[src/rtl/neuron_mac_pkg.sv]
// neuron_mac_pkg: shared widths, FSM states and saturation bounds for the neuron datapath
package neuron_mac_pkg;
   localparam int BITS_DEF     = 16;
   localparam int FRAC_DEF     = 8;
   localparam int ACC_BITS_DEF = 40;
   typedef enum logic [1:0] {S_IDLE, S_ACC, S_DRAIN, S_OUT} state_t;
   localparam logic signed [BITS_DEF-1:0] SAT_MAX = {1'b0, {(BITS_DEF-1){1'b1}}};
   localparam logic signed [BITS_DEF-1:0] SAT_MIN = {1'b1, {(BITS_DEF-1){1'b0}}};
endpackage

[src/rtl/neuron_mac_round_sat.sv]
// round_sat: round-half-up the accumulator to Q-format and clamp it into the signed result range
module round_sat #(
   parameter int ACC_BITS = 40,
   parameter int BITS     = 16,
   parameter int FRAC     = 8
) (
   input  logic signed [ACC_BITS-1:0] acc,
   output logic        [BITS-1:0]     y
);
   logic signed [ACC_BITS-1:0] rnd, shr, hi, lo;
   assign hi  = ACC_BITS'({1'b0, {(BITS-1){1'b1}}});
   assign lo  = ~hi;
   assign rnd = acc + (ACC_BITS'(1) <<< (FRAC-1));
   assign shr = rnd >>> FRAC;
   // clamp the rounded value into [-2^(BITS-1), 2^(BITS-1)-1]
   always_comb y = shr > hi ? hi[BITS-1:0] : shr < lo ? lo[BITS-1:0] : shr[BITS-1:0];
endmodule

[src/rtl/neuron_mac.sv]
// neuron_mac: streaming multiply-accumulate with bias, rounding and saturation ahead of the sigmoid stage
module neuron_mac
   import neuron_mac_pkg::*;
#(
   parameter int BITS     = BITS_DEF,
   parameter int FRAC     = FRAC_DEF,
   parameter int ACC_BITS = ACC_BITS_DEF
) (
   input  logic                   clock,
   input  logic                   rst,
   input  logic                   in_valid,
   output logic                   in_ready,
   input  logic signed [BITS-1:0] in_x,
   input  logic signed [BITS-1:0] in_w,
   input  logic signed [BITS-1:0] in_bias,
   input  logic                   in_last,
   output logic                   out_valid,
   input  logic                   out_ready,
   output logic        [BITS-1:0] out_x
);
   state_t                     state, nxt;
   logic signed [2*BITS-1:0]   prod;
   logic signed [ACC_BITS-1:0] acc;
   logic                       pv, take;
   assign in_ready  = state == S_IDLE || state == S_ACC;
   assign out_valid = state == S_OUT;
   assign take      = in_valid && in_ready;
   // next-state selection for the beat/drain/output sequence
   always_comb begin
      nxt = state;
      case (state)
         S_IDLE:  nxt = take ? (in_last ? S_DRAIN : S_ACC) : S_IDLE;
         S_ACC:   nxt = take && in_last ? S_DRAIN : S_ACC;
         S_DRAIN: nxt = S_OUT;
         S_OUT:   nxt = out_ready ? S_IDLE : S_OUT;
         default: nxt = S_IDLE;
      endcase
   end
   // product stage feeds the accumulator; the first beat seeds acc with the scaled bias while its
   // product is still in flight, and that product lands on the following cycle like any other
   always_ff @(posedge clock) begin
      if (rst) begin
         state <= S_IDLE;
         prod  <= '0;
         pv    <= 1'b0;
         acc   <= '0;
      end else begin
         state <= nxt;
         prod  <= take ? in_x * in_w : prod;
         pv    <= take;
         acc   <= take && state == S_IDLE ? ACC_BITS'(in_bias) <<< FRAC : pv ? acc + ACC_BITS'(prod) : acc;
      end
   end
   round_sat #(.ACC_BITS(ACC_BITS), .BITS(BITS), .FRAC(FRAC)) u_round_sat (.acc(acc), .y(out_x));
endmodule

[config.mk]
export PLATFORM = sky130hd
export DESIGN_NAME = neuron_mac
export DESIGN_NICKNAME = d
export VERILOG_FILES = /design/src/rtl/neuron_mac_pkg.sv /design/src/rtl/neuron_mac_round_sat.sv /design/src/rtl/neuron_mac.sv
export SDC_FILE = /design/constraint.sdc
export NUM_CORES = 1
export LEC_CHECK = 0
export CAP_MARGIN = 20
export CORE_UTILIZATION = 61
export DETAILED_ROUTE_END_ITERATION = 8
export PLACE_DENSITY = 0.81
export SLEW_MARGIN = 20
export SYNTH_ARGS = -nofsm -noshare
export SYNTH_HDL_FRONTEND = slang
export SYNTH_HIERARCHICAL = 1
export SYNTH_SLANG_ARGS = --single-unit
export TNS_END_PERCENT = 20
[constraint.sdc]
create_clock -name clock -period 8.7 [get_ports clock]
set_clock_uncertainty 0.15 [all_clocks]
set_input_delay 1.305 -clock clock [delete_from_list [all_inputs] [get_ports clock]]
set_output_delay 1.305 -clock clock [all_outputs]
set_load 0.01 [all_outputs]
# Word-level counts from Yosys, hierarchy flattened
# Index checks and enable logic that the tools add are counted.
dict set report totals {
  register_bits 75
  output_inout_bits 18
}
dict set report op_classes {
  n_addsub 2
  mul 1
  n_lt_le_gt_ge 2
  eq_ne 3
  muxes 9
  reduce_logical 7
}
# operator n
set op_table {}
lappend op_table {{two-way mux 40 bit} 2}
lappend op_table {{adder 40 x 32 -> 40 bit} 1}
lappend op_table {{adder 40 x 9 -> 40 bit (second input constant)} 1}
lappend op_table {{greater-than comparator 32 x 16 -> 1 bit (second input constant)} 1}
lappend op_table {{less-than comparator 32 x 16 -> 1 bit (second input constant)} 1}
lappend op_table {{multiplier 16 x 16 -> 32 bit} 1}
lappend op_table {{two-way mux 16 bit} 2}
lappend op_table {{two-way mux 2 bit} 4}
lappend op_table {{one-hot mux 2 bit (4 select lines)} 1}
lappend op_table {{equality test 2 bit (second input constant)} 2}
lappend op_table {{logical AND 1 bit} 3}
lappend op_table {{equality test 2 x 1 -> 1 bit (second input constant)} 1}
lappend op_table {{logical NOT 2 bit} 1}
lappend op_table {{nonzero test 2 bit} 1}
lappend op_table {{OR reduction 2 bit} 1}
lappend op_table {{logical OR 1 bit} 1}

# Logic depth before layout (Yosys ltp)
# Gate-level depths: netlist (run 1).
dict set report logic_depth {
  ltp_word 6
  depth_mapped 25
  mapped_depth_nobuf 24
}

# By module
# The synthesis (run 1) kept the hierarchy.
# module instances cells_per_inst area_each_um2 seq_area_each_um2
set modules_own_cells {}
lappend modules_own_cells {neuron_mac 1 1730 14888.0 1501.4}
lappend modules_own_cells {round_sat 1 131 864.6 0.0}

# Worst setup path before layout (run 1)
# OpenSTA, ideal clock, no wires.
dict set report synth_timing {
  path_kind {input to register}
  from {input in_x[15]}
  to {register prod[31]}
  arrival_ns 7.060
  required_ns 8.436
  setup_slack_ns 1.376
  path_stages 20
  cell_sequence {clkbuf_1 -> nand2_1 -> fa_1 -> inv_1 -> fa_1 -> fa_1 -> fa_1 -> fa_1 -> inv_1 -> fa_1 -> inv_1 -> ha_1 -> clkbuf_1 -> a211oi_1 -> o21ai_0 -> a211o_1 -> a211oi_1 -> a21oi_1 -> xnor2_1 -> a21o_1}
}
dict set report synth_via {
  elab_chain_len 1
}
# element line
set synth_lines {}
lappend synth_lines {{from (decl)} neuron_mac.sv:13} ;# input logic signed [BITS-1:0] in_x,
lappend synth_lines {{multiplier 16 x 16 -> 32 bit} neuron_mac.sv:49} ;# prod <= take ? in_x * in_w : prod;
lappend synth_lines {{to (signal assigned)} neuron_mac.sv:49}
lappend synth_lines {{to (decl)} neuron_mac.sv:22} ;# logic signed [2*BITS-1:0] prod;
# No other way between the ends.
# A chain may end at the register's enable or synchronous reset.

# Worst setup path in the final report (run 1)
dict set report layout_timing {
  from {input in_w[6]}
  to {register prod[30]}
}
dict set report layout_via {
  elab_chain_len 1
}
# element line
set layout_lines {}
lappend layout_lines {{from (decl)} neuron_mac.sv:14} ;# input logic signed [BITS-1:0] in_w,
lappend layout_lines {{multiplier 16 x 16 -> 32 bit} neuron_mac.sv:49}
# No other way between the ends.

==> flow_summary.ini, run 1 <==
[clocking]
cts_tree = yes
post_cts_buffers = 0
h-tree-depth = 3
clkSinkCount = 75
cts_buffer_depth = 2
cts_hold_buf = 0
clk_transition_reported_paths_ps = 60
clk_latency_ps = 340
cts_root_buf = clkbuf_16
post_cts_resized = 0
cts_made_buffers = 9

[synth]
synth-compound-area-share_pct = 12.8
syn_area_per_cell_um2 = 8.46
yosysUniqueCellTypes = 77
ys_ff_latch = 75
synth_xor_area_share_pct = 4.78
synth_common_cells = inv_1, fa_1, nand2_1, and2_1, ha_1
yosysWarningCount = 6
synth_adder_area_share_pct = 43.1
netlist_top_cells_area = fa_1, ha_1, dfxtp_1, inv_1, and2_1
synthMuxAreaShare_pct = 1.98
synthesis.nets = 2299
synth_most_common_cell = inv_1
synth_top_area_cell = fa_1
synthCells = 1861
seq_area_frac_synth_pct = 9.53
async_flop_share_pct = 0
synth_area_mm2 = 0.0158
synth_top_family_by_area = adder cells
yosys.area_share.simple_pct = 17.9
synth-edff-count = 0
synth_top_area_share_pct = 33.4
synth_ff_type = dfxtp_1

[setup_path]
crit_top_cell = fa_1
crit_arrival_ps = 8160
slowest_delay_ps = 930
start_kind = input port
crit_slowest_cell = fa_1
critPathMaxFanout = 16
path_delay_family = adder cells
crit_required_ps = 8820
worstSetupPathType = in -> reg
path_buf_inv = 4
cp-end-kind = flip-flop
path_cells = clkdlybuf4s50_1 -> nand2_1 -> fa_1 -> inv_1 -> fa_1 -> fa_1 -> fa_1 -> fa_1 -> inv_1 -> fa_1 -> inv_1 -> ha_1 -> a211oi_1 -> o211ai_1 -> a31oi_1 -> o31ai_1 -> a211oi_1 -> xnor2_1 -> nand2_1 -> a21oi_1

[sta]
max_freq_ghz = 0.124
relSlewSlack_pct = 34.7
final.min_clock_period_ps = 8030
finalSetupViolations = 0
tightest_slew_ps = 977
rsz0062_at_grt = false
fin_tns_setup_ps = 0
hold_violations = 0
min_period_over_period_pct = 92.3
slew_violations = 0
whs_ps = 308

[global_routing]
grt_pass1_vias = 13600
grt_max_degree = 59
antenna_found_initial = 0
track_usage_pct = 30.2
grt_overflow_total = 0
grt_pass1_wl_um = 64000

[final_layout]
n_antenna_cell = 0
finalInstanceArea_mm2 = 0.0171
drive_gt1_share_pct = 3.53
nets = 2331
area.growth.synth_to_final_pct = 8.32

[hold_path]
hold_class = reg -> reg

[placed_design]
place_area_mm2 = 0.0168
hpwl_um = 30400
port_buffers = 70
gp_congestion = 0.940

[floorplanning]
ios = 71
initial_core_util_pct = 62.4
die_w_um = 163
rows = 58
die-area_mm2 = 0.0265
core_region_area_mm2 = 0.0253
die_h_um = 163

[drt]
ant_nets = 0
finalWirelength_um = 36900
via_count = 12800
drtIter0Drc = 959
drc = 0
wl_per_cell_um = 16.6
vias_per_cell = 5.76
drt_pass1_iterations = 6

[run]
maxCapViolations = 0

[run_status]
status = complete, no violations
logic make-up after synthesis:
group,after synthesis
simple gates,568
buf+inv,411
fa+ha+maj,385
compound gates,305
xor+xnor,86
flops,75
mux,31
state kept, by name (all words and copies together) (netlist names):
signal and flops:
state 2, prod 32, pv 1, acc 40
layout make-up:
| cell class | instances | area, um2 |
|---|---|---|
| fill | 2085 | 8190 |
| inverter | 340 | 1280 |
| timing repair buffer | 92 | 861 |
| tap | 330 | 413 |
| clock buffer | 9 | 225 |
| multi-input combinational | 1375 | 12700 |
| sequential | 75 | 1500 |
| clock inverter | 7 | 82.6 |
worst min-delay path, delay by kind of cell, from the launching register on:
| kind | cells | cell delay [ps] |
|---|---|---|
| and+or+nand+nor | 1 | 50 |
| DFF | 1 | 310 |
| AOI/OAI and AO/OA | 1 | 50 |
final timing paths:
check	startpoint	endpoint	slack (ps)	depth (start not counted)
worst max-delay path	in_w[6]	prod[30]	670	20
worst min-delay path	prod[26]	prod[26]	310	2
worst max register to register	acc[17]	acc[38]	5390	10
worst min register to register	prod[26]	prod[26]	310	2
per-layer routing:
metal	global-route usage [%]	vias to the layer above	part of all wire [%]
met3	3.67	75	5.0
met5	0	-	0
met4	8.92	0	2.6
met2	53.5	396	51
met1	38.4	6342	41
li1	-	6029	-
through the flow:
| step | setup slack, ps | std cells | utilization [%] |
|---|---|---|---|
| after CTS | 689 | 2228 | 67.6 |
| after global placement | 493 | 2212 | 66.3 |
| final | 666 | 2228 | 67.6 |
| after detailed placement | 352 | 2212 | 66.3 |
| after floorplan | 1380 | 1861 | - |
| after global routing | 213 | 2228 | 67.6 |
layout by cell type, fill, tap and decap left out, types with 30 or more instances in the layout:
cell	Yosys	layout
inv_1	340	340
fa_1	263	263
nand2_1	211	211
and2_1	131	131
ha_1	122	122
a21oi_1	113	113
nor2_1	86	85
dfxtp_1	75	74
clkdlybuf4s50_1	0	69
xnor2_1	68	68
o21ai_0	40	40
nand3_1	33	33
mux2i_1	30	30
a211oi_1	30	30
Power of run 1 is left out: the tool's default activity adds up to more than one toggle a clock period on the data nets, which glitch-free logic cannot reach.
==> inputs of run 2 (changes only) <==
CORE_UTILIZATION = 45   (was 61)
PLACE_DENSITY = 0.63   (was 0.81)
SKIP_LAST_GASP = 1   (was unset)
==> flow_summary.ini, run 2 (synthesis results as in run 1) <==
[global_routing]
grt_overflow_total = 0
grt_pass1_vias = 13200
track_usage_pct = 22.9
grt_max_degree = 59
grt_pass1_wl_um = 65900
antenna_found_initial = 0

[drt]
drc = 1
drtIter0Drc = 841
drt_pass1_iterations = 7
wl_per_cell_um = 16.4
finalWirelength_um = 38600
via_count = 12700
ant_nets = 0
vias_per_cell = 5.38

[final_layout]
largest_reg_flops = 40
finalInstanceArea_mm2 = 0.0172
mostFrequentLayoutCell = inv_1
nFillCells = 3319
seq_area_mm2 = 0.00150
area.growth.synth_to_final_pct = 9.26
top_register = acc
drive_gt1_share_pct = 3.58
nets = 2333
n_antenna_cell = 0
layout.cells.non_filler = 2355
largestRegisters = acc x40, prod x32, state x2
layout_common_cells = inv_1, fa_1, nand2_1
multiInputGateArea_mm2 = 0.0127

[run_status]
status = complete, but fails checks
violations = design-rule violations

[sta]
slew_violations = 0
final.min_clock_period_ps = 7950
hold_violations = 0
rsz0062_at_grt = false
fin_ws_ps = 751
tightest_slew_ps = 1110
relSlewSlack_pct = 26.0
min_period_over_period_pct = 91.4
fin_tns_setup_ps = 0
max_freq_ghz = 0.126
finalSetupViolations = 0

[clocking]
clk_latency_ps = 350
cts_root_buf = clkbuf_16
cts_hold_buf = 0
post_cts_resized = 0
cts_tree = yes
h-tree-depth = 3
cts_made_buffers = 9
post_cts_buffers = 0
clkSinkCount = 75
cts_buffer_depth = 2
clk_transition_reported_paths_ps = 60

[placed_design]
dp_cells = 2339
port_buffers = 70
preCtsSetupSlack_ps = 397
hpwl_um = 31700
place_area_mm2 = 0.0169
gp_congestion = 0.902

[floorplanning]
initial_core_util_pct = 45.7
die-area_mm2 = 0.0358
rows = 68
die_h_um = 189
ios = 71
die_w_um = 189
core_region_area_mm2 = 0.0345

[setup_path]
regToRegSetupSlack_ps = 5440
worstSetupPathType = in -> reg
path_buf_inv = 4
crit_arrival_ps = 8040
crit_required_ps = 8800
crit_top_cell = fa_1
path_cells = clkdlybuf4s50_1 -> nand2_1 -> fa_1 -> inv_1 -> fa_1 -> fa_1 -> fa_1 -> fa_1 -> inv_1 -> fa_1 -> inv_1 -> ha_1 -> a211oi_1 -> o21ai_0 -> a211o_1 -> a211oi_1 -> a21oi_1 -> xnor2_1 -> a21o_1
crit_slowest_cell = fa_1
critPathMaxFanout = 16
start_kind = input port
cp-end-kind = flip-flop
slowest_delay_ps = 950
path_delay_family = adder cells

[run]
maxCapViolations = 0

[hold_path]
hold_class = reg -> reg
run 2: cell count changes in the layout (fill, tap and decap cells not counted):
cell,change
buf_4,+2
inv_6,-2
bufinv_16,-1
clkbuf_8,+1
clkinv_2,+1
clkinvlp_4,+1
nor2_1,+1
nor2_2,-1
run 2: per-layer routing:
metal | up-vias | part of all wire (%) | GRT usage [%]
li1 | 6034 | - | -
met1 | 6265 | 45 | 30.2
met2 | 299 | 48 | 39.5
met3 | 62 | 3.9 | 2.11
met4 | 0 | 2.7 | 7.10
met5 | - | 0 | 0
run 2: worst register-to-register path: stages (launching register included):
cell and delay [ps]:
dfxtp_1 460, ha_1 350, a211oi_1 240, nor2_1 110
o41ai_2 360, o2111ai_4 220, a41oi_1 430, o21ai_1 220
o21ai_0 320, mux2i_1 220, nor3_1 60
run 2: path summary, 6_finish.rpt:
path              startpoint        to  depth (start not counted)
hold / removal      prod[11]  prod[11]                          2
hold reg to reg     prod[11]  prod[11]                          2
setup / recovery     in_w[6]  prod[31]                         19
setup reg to reg      acc[8]   acc[31]                         10
run 2: through the flow:
step / util [%] / hold WS [ps]
floorplan: - / 286
global placement: 49.1 / 302
global route: 49.9 / 328
CTS: 49.9 / 311
finish: 49.9 / 310
detailed placement: 49.1 / 303
run 2: final cells by class:
class                           count  share of cell area (%)
Inverter                          340                    7.41
Tap cell                          455                    3.31
Sequential cell                    75                    8.73
Multi-Input combinational cell   1375                    73.8
Clock buffer                       10                    1.39
Clock inverter                      6                   0.276
Timing Repair Buffer               94                    5.09
Power of run 2 is left out for the same reason.
==> variant: new RTL, config.mk and constraints of run 2 <==
The package constant `ACC_BITS_DEF` goes from 40 to 32.
--- a/src/rtl/neuron_mac_pkg.sv
+++ b/src/rtl/neuron_mac_pkg.sv
@@ -2,7 +2,7 @@
 package neuron_mac_pkg;
    localparam int BITS_DEF     = 16;
    localparam int FRAC_DEF     = 8;
-   localparam int ACC_BITS_DEF = 40;
+   localparam int ACC_BITS_DEF = 32;
    typedef enum logic [1:0] {S_IDLE, S_ACC, S_DRAIN, S_OUT} state_t;
    localparam logic signed [BITS_DEF-1:0] SAT_MAX = {1'b0, {(BITS_DEF-1){1'b1}}};
    localparam logic signed [BITS_DEF-1:0] SAT_MIN = {1'b1, {(BITS_DEF-1){1'b0}}};
Function: not settled (the Yosys comparison gave no result); the edit may change what the design does.
==> variant against run 2 <==
  * Count of clock-buffer cells in the layout did not move
  * Die area fell by 5.6%
  * Critical path depth rose by 5
  * Cell area fell by 4.9%
  * Final cell count fell by 5.4%
  * Worst setup slack improved by 0.026 ns
  * Sequential cell count fell by 8
  * Routed wire length fell by 13%
  * Synthesized cell count fell by 6.6%
  * Via count fell by 8.3%
  * Area after synthesis fell by 5.6%
Power is not shown: default switching activity piles up to over one toggle a cycle in this logic, so the estimate is an artifact.
==> variant: results (changes against run 2) <==
** Route
- The routed wire length per instance was 15.1 um (was 16.4 um).

** Worst setup path
- The cell with the largest stage delay on the worst path was clkdlybuf4s50_1 (was fa_1).
- The worst setup slack for register-to-register paths was 5.49 ns (was 5.44 ns).
- Longest individual stage delay on the worst path :: 0.87 ns (was 0.95 ns)
- The endpoint of the most critical register-to-register path was acc[28] (was acc[31]).

** Final layout
- Multi-In Gates :: 1255 (was 1375)
- Fraction of area in multi-input gates :: 72.9% (was 73.8%)
- Largest registers in the final layout :: acc (32), prod (32), state (2) (was acc (40), prod (32), state (2))
- The non-clock inverter total of the final layout was 354 (was 340).
- Number of non-clock buffers :: 95 (was 94)
- The proportion of final cell area spent on non-clock buffers is 5.40% (was 5.09%).
- The clock-cell share of area was 1.95% (was 1.66%).
- The fraction of area in registers is 8.22% (was 8.73%).

** Clocking
- The clock latency on the worst-skew pair was 0.33 ns (was 0.35 ns).
- The sink count of the clock tree came to 67 (was 75).

** Floorplan
- Number of standard-cell rows in the floorplan :: 66 (was 68)

** Synthesis
- Share of the synthesized area in compound gates (AO/OA/AOI/OAI) :: 11.4% (was 12.8%)
- Syn Nets :: 2168 (was 2299)
- The portion of the post-synthesis area used by sequential elements is 9.02% (was 9.53%).
- Proportion of synthesized area in mux cells :: 1.56% (was 1.98%)

** Global route
- The global-route wire length before repair was 59000 um (was 65900 um).
- Total Routing Usage GR :: 21.8% (was 22.9%)
- Number of global-route vias before repair :: 12529 (was 13169)

** Status
- Run status: completed (was complete, but fails checks).

** STA
- The slew at the pin with the worst max-slew slack is 1.05 ns (was 1.11 ns).
-- variant: cells by family after synthesis --
group | after synthesis
AOI/OAI and AO/OA | 245
xor gates and xnor gates | 72
adders and majority gates | 377
buffers and inverters | 416
DFF | 67
muxes | 23
and+or+nand+nor | 538
-- variant: how the worst min path moves through the flow --
| stage | start | to | slack, ns | cells past startpoint |
|---|---|---|---|---|
| finish | prod[23] | prod[23] | 0.31 | 2 |
| floorplan | prod[24] | prod[24] | 0.29 | 2 |
| CTS | prod[27] | prod[27] | 0.31 | 2 |
| global route | prod[27] | prod[27] | 0.32 | 2 |
| global placement | prod[18] | prod[18] | 0.30 | 2 |
| detailed placement | prod[27] | prod[27] | 0.30 | 2 |
-- variant: routing by layer --
| metal | vias up | wire (um) |
|---|---|---|
| met3 | 52 | 961 |
| met4 | 0 | 781 |
| met5 | - | 0 |
| li1 | 5544 | - |
| met1 | 5829 | 14200 |
| met2 | 190 | 17600 |
